===== src/rtl/gpia_port_in.sv =====
// General-purpose input port: synchronises pins, captures the port value on a read strobe,
// and raises sticky per-bit edge events with a registered, masked interrupt request.
module gpia_port_in #(
    parameter int WIDTH       = 16,
    parameter int SYNC_STAGES = 2
) (
    input  logic             clk_i,
    input  logic             reset_i,
    input  logic [WIDTH-1:0] out_i,
    input  logic [WIDTH-1:0] inp_i,
    input  logic [WIDTH-1:0] ddr_i,
    input  logic             stb_i,
    input  logic [WIDTH-1:0] rise_en_i,
    input  logic [WIDTH-1:0] fall_en_i,
    input  logic [WIDTH-1:0] ack_i,
    input  logic [WIDTH-1:0] irq_mask_i,
    output logic [WIDTH-1:0] q_o,
    output logic [WIDTH-1:0] evt_o,
    output logic             irq_o
);

    localparam int PRIME_MAX = SYNC_STAGES + 1;
    localparam int CW        = $clog2(SYNC_STAGES + 2);

    logic [WIDTH-1:0] sync_q [SYNC_STAGES];
    logic [WIDTH-1:0] s;
    logic [WIDTH-1:0] p;
    logic [WIDTH-1:0] m;
    logic [WIDTH-1:0] rise;
    logic [WIDTH-1:0] fall;
    logic [WIDTH-1:0] event_hit;
    logic [CW-1:0]    prime_cnt;
    logic             primed;

    assign s      = sync_q[SYNC_STAGES-1];
    assign primed = (prime_cnt == CW'(PRIME_MAX));
    assign m      = (out_i & ddr_i) | (s & ~ddr_i);
    assign rise   = s & ~p & rise_en_i & ~ddr_i;
    assign fall   = ~s & p & fall_en_i & ~ddr_i;

    // Detection stays off until the chain and p hold real pin history, so pins
    // that are already high when reset releases never look like a rising edge.
    assign event_hit = primed ? (rise | fall) : '0;

    always_ff @(posedge clk_i or posedge reset_i) begin
        if (reset_i) begin
            // NOTE: the synchroniser is a small register array, not a RAM, so every
            // stage is reset; otherwise stale levels would leak through after reset.
            for (int i = 0; i < SYNC_STAGES; i++) begin
                sync_q[i] <= '0;
            end
            p         <= '0;
            prime_cnt <= '0;
            q_o       <= '0;
            evt_o     <= '0;
            irq_o     <= 1'b0;
        end else begin
            sync_q[0] <= inp_i;
            for (int i = 1; i < SYNC_STAGES; i++) begin
                sync_q[i] <= sync_q[i-1];
            end
            p <= s;
            if (!primed) begin
                prime_cnt <= prime_cnt + CW'(1);
            end
            if (stb_i) begin
                q_o <= m;
            end
            // A new event wins over an ack arriving on the same edge.
            evt_o <= (evt_o & ~ack_i) | event_hit;
            irq_o <= |(evt_o & irq_mask_i);
        end
    end

endmodule


===== config.mk =====
export PLATFORM = sky130hd
export DESIGN_NAME = gpia_port_in
export DESIGN_NICKNAME = d
export VERILOG_FILES = /design/src/rtl/gpia_port_in.sv
export SDC_FILE = /design/constraint.sdc
export NUM_CORES = 1
export LEC_CHECK = 0
export ABC_AREA = 1
export BUFFER_PORTS_ARGS = -buffer_cell sky130_fd_sc_hd__buf_2
export CAP_MARGIN = 20
export CORE_MARGIN = 2
export CORE_UTILIZATION = 35
export CTS_BUF_LIST = sky130_fd_sc_hd__clkbuf_16
export DETAILED_ROUTE_END_ITERATION = 16
export PLACE_DENSITY = 0.61
export REMOVE_ABC_BUFFERS = 1
export SLEW_MARGIN = 20
export SYNTH_ARGS = -nofsm -noshare
export SYNTH_HDL_FRONTEND = slang
export SYNTH_SLANG_ARGS = --single-unit

===== constraint.sdc =====
create_clock -name clk_i -period 7.5 [get_ports clk_i]
set_clock_uncertainty 0.1 [all_clocks]
set_input_delay 0.375 -clock clk_i [delete_from_list [all_inputs] [get_ports clk_i]]
set_output_delay 0.375 -clock clk_i [all_outputs]
set_load 0.05 [all_outputs]

==> results.txt <==
Critical path origin: prime_cnt[0]
Mapped Area: 0.00323 mm²
Post CTS Setup Buffer Count: 0
Worst Setup Start Kind: flip-flop
Width of the die: 100 µm
Share of cells above drive strength 1: 31.8%
Power Dens Cells: 254 mW/mm²
CTS Root Cell: clkbuf_16
Chip Height: 100 µm
Number of remaining DRC errors: 0
H-tree levels: 3
Dominant synthesized flop cell: dfrtp_1
Initial Util: 35.4%
Global-route wire length before repair: 11700 µm
Aggregate global routing overflow: 0
Critical Path Slowest Stage Cell: ha_1
Vias per cell: 4.38
CP Data Required Time: 7.61 ns
Clock-pin slew on the worst setup and hold paths: 0.06 ns
Quantity of gates resized following cts: 0
Startpoint of the worst hold path: inp_i[2]
Non-filler cells in the finished layout: 621
Number of global-route vias before repair: 2590
Slack of the critical path: 5.87 ns
Clock tree from TritonCTS: done
P&R area growth vs syn: 35.3%
Cell count after synthesis: 352
Arrival time worst endpoint: 1.74 ns
Number of detailed-routing iterations run before antenna repair: 4
Mean Syn Cell Area: 9.16 µm²
Min-Delay Path Class: in -> reg
Leakage: 2.56 nW
Overall via count from detail_route: 2717
Part of the Yosys area used for sequential elements: 64.4%
Antenna-violating nets left: 0
Final worst path period share: 21.7%
Peak supply drop: 0.000135 V
Async set-reset flop share out of synthesis: 100%
Number of clock sinks seen by CTS: 83
Number of placement rows: 35
Library cells used by synthesis: 14
Post-synth EDFFs: 0
Worst reg2reg path startpoint: prime_cnt[0]
Area of the die: 0.0100 mm²
# port buffers: 147
Design Power: 0.00111 W
Routability congestion estimate: 0.784
Largest area contributor in the netlist: dfrtp_1
Total of endpoints with negative setup slack in the final report: 0
Unrepaired setup endpoints after global routing: false
Core area: 0.00911 mm²
Worst reg-to-reg setup slack: 5.87 ns
Power dissipated by switching net loads: 0.000292 W
#FFs+latches synth: 83
Later-pin clock latency in the skew report: 0.32 ns
Iter 0 DRT Violations: 89
Synth top area share: 64.4%
Half-perimeter wire length after placement: 5360 µm
Count leader, synth: nand2_1
Biggest area contributors in the synthesized netlist: dfrtp_1 (64%), nand2_1 (14%), inv_1 (6.4%)
Count of max-cap constraint violations: 0
Internal power: 0.000815 W
Power share of the clock group: 39.8%
Critical path's largest stage delay: 0.69 ns
Placed cell count: 606
Crit path capture type: flip-flop
Total Nets Final: 622
Final setup TNS: 0 ns
Max Fclk: 614 MHz
Switching fraction of total power: 26.4%
Part of the total power dissipated in sequential elements: 45.0%
Final routed wirelength across all metal layers: 7200 µm
Outcome: completed
Number of diodes added for antenna fixing: 0
Leading post-synthesis cells by instance count: nand2_1 (122), dfrtp_1 (83), inv_1 (55)
IO Pins: 148
Maximum buffer depth of the clock tree: 2
Transition at the pin with the smallest max-transition slack: 0.800 ns
Final slew viol count: 0
Type of the worst setup path: reg -> reg
CTS Hold Buffers Added: 0
Critical path fanouts, max: 18
TritonCTS buffer count: 9
Relative slew margins: 46.6%
Pin count of the biggest net entering global routing: 84
Final critical-path required period: 1.63 ns
Final hold viol count: 0
Logic pwr share: 15.2%
Per-cell routed wire length: 11.6 µm
Synthesis warning total: 0
Crit path cell chain: ha_1, mux2_4
Antenna violations before repair: 0
Worst slack after detailed placement: 5.82 ns
GRT Total Usage: 15.0%
worst max-delay path, delay by kind of cell, from the launching register on:
kind	cells	cell delay (ns)
mux	1	0.35
flops	1	0.37
fa+ha+maj	1	0.69
per-layer routing:
layer | track usage, % | share of wire (%) | up-vias
met4 | 4.74 | 1.3 | 0
met1 | 19.6 | 45 | 1229
met3 | 5.08 | 7.0 | 10
met2 | 23.8 | 46 | 89
met5 | 0 | 0 | -
li1 | - | - | 1389
final timing paths:
kind	endpoint	depth (start not counted)
hold / removal	sync_q[18]	1
setup reg to reg	prime_cnt[1]	2
hold reg to reg	s[3]	0
setup / recovery	prime_cnt[1]	2
max in group asynchronous	sync_q[16]	3
min in group asynchronous	p[10]	3
per-stage QoR:
stage | instance area, µm² | util [%] | hold WS, ns
6_report | 4360 | 47.9 | 0.0495
5_1_grt | 4360 | 47.9 | 0.0363
4_1_cts | 4360 | 47.9 | 0.0391
3_5_place_dp | 4060 | 44.6 | 0.236
3_3_place_gp | 4060 | 44.6 | 0.231
2_1_floorplan | 3180 | - | 0.231
sequential cells by signal (all words and copies together), names as in the netlist:
name       flops
evt_o         16
p             16
q_o           16
s             16
sync_q        16
prime_cnt      2
irq_o          1
area by class of cell:
type | count | area [µm²]
clock buffer | 9 | 225
clock inverter | 6 | 75.1
fill | 890 | 4750
inverter | 56 | 211
multi-input combinational | 208 | 888
sequential | 83 | 2080
tap | 111 | 139
timing repair buffer | 148 | 747
power by group through the flow:
stage	registers (W)	clock network, W	logic, W
after global routing	0.000502	0.000472	0.000185
after detailed placement	0.000506	0	0.000171
after floorplan	0.000567	0	0.0000436
final	0.000498	0.000440	0.000169
after CTS	0.000498	0.000455	0.000171
after global placement	0.000504	0	0.000169
cell usage in the layout (no fill, tap or decap):
cell type  synthesis  routed
nand3_1           16      16
o21ai_1           14      14
buf_2              1     147
ha_1               1       1
nor2_1            34      34
clkbuf_16          0       9
bufinv_16          0       2
inv_1             55      57
dfrtp_1           83      83
clkinv_2           0       1
nand4_1           17      17
buf_6              4       1
nand2_1          122     122
xnor2_1            1       1
inv_2              1       1
o21ai_0            2       2
mux2_4             1       1
clkinv_1           0       1
cells by family after synthesis:
logic type / after synthesis / share of synthesized area, %
xor gates and xnor gates: 1 / 0.272
muxes: 1 / 0.465
DFF: 83 / 64.4
adders and majority gates: 1 / 0.388
AOI/OAI and AO/OA: 16 / 2.48
buffers and inverters: 61 / 8.07
and+or+nand+nor: 189 / 23.9
Note: power is estimated with default switching activity, not from simulation.
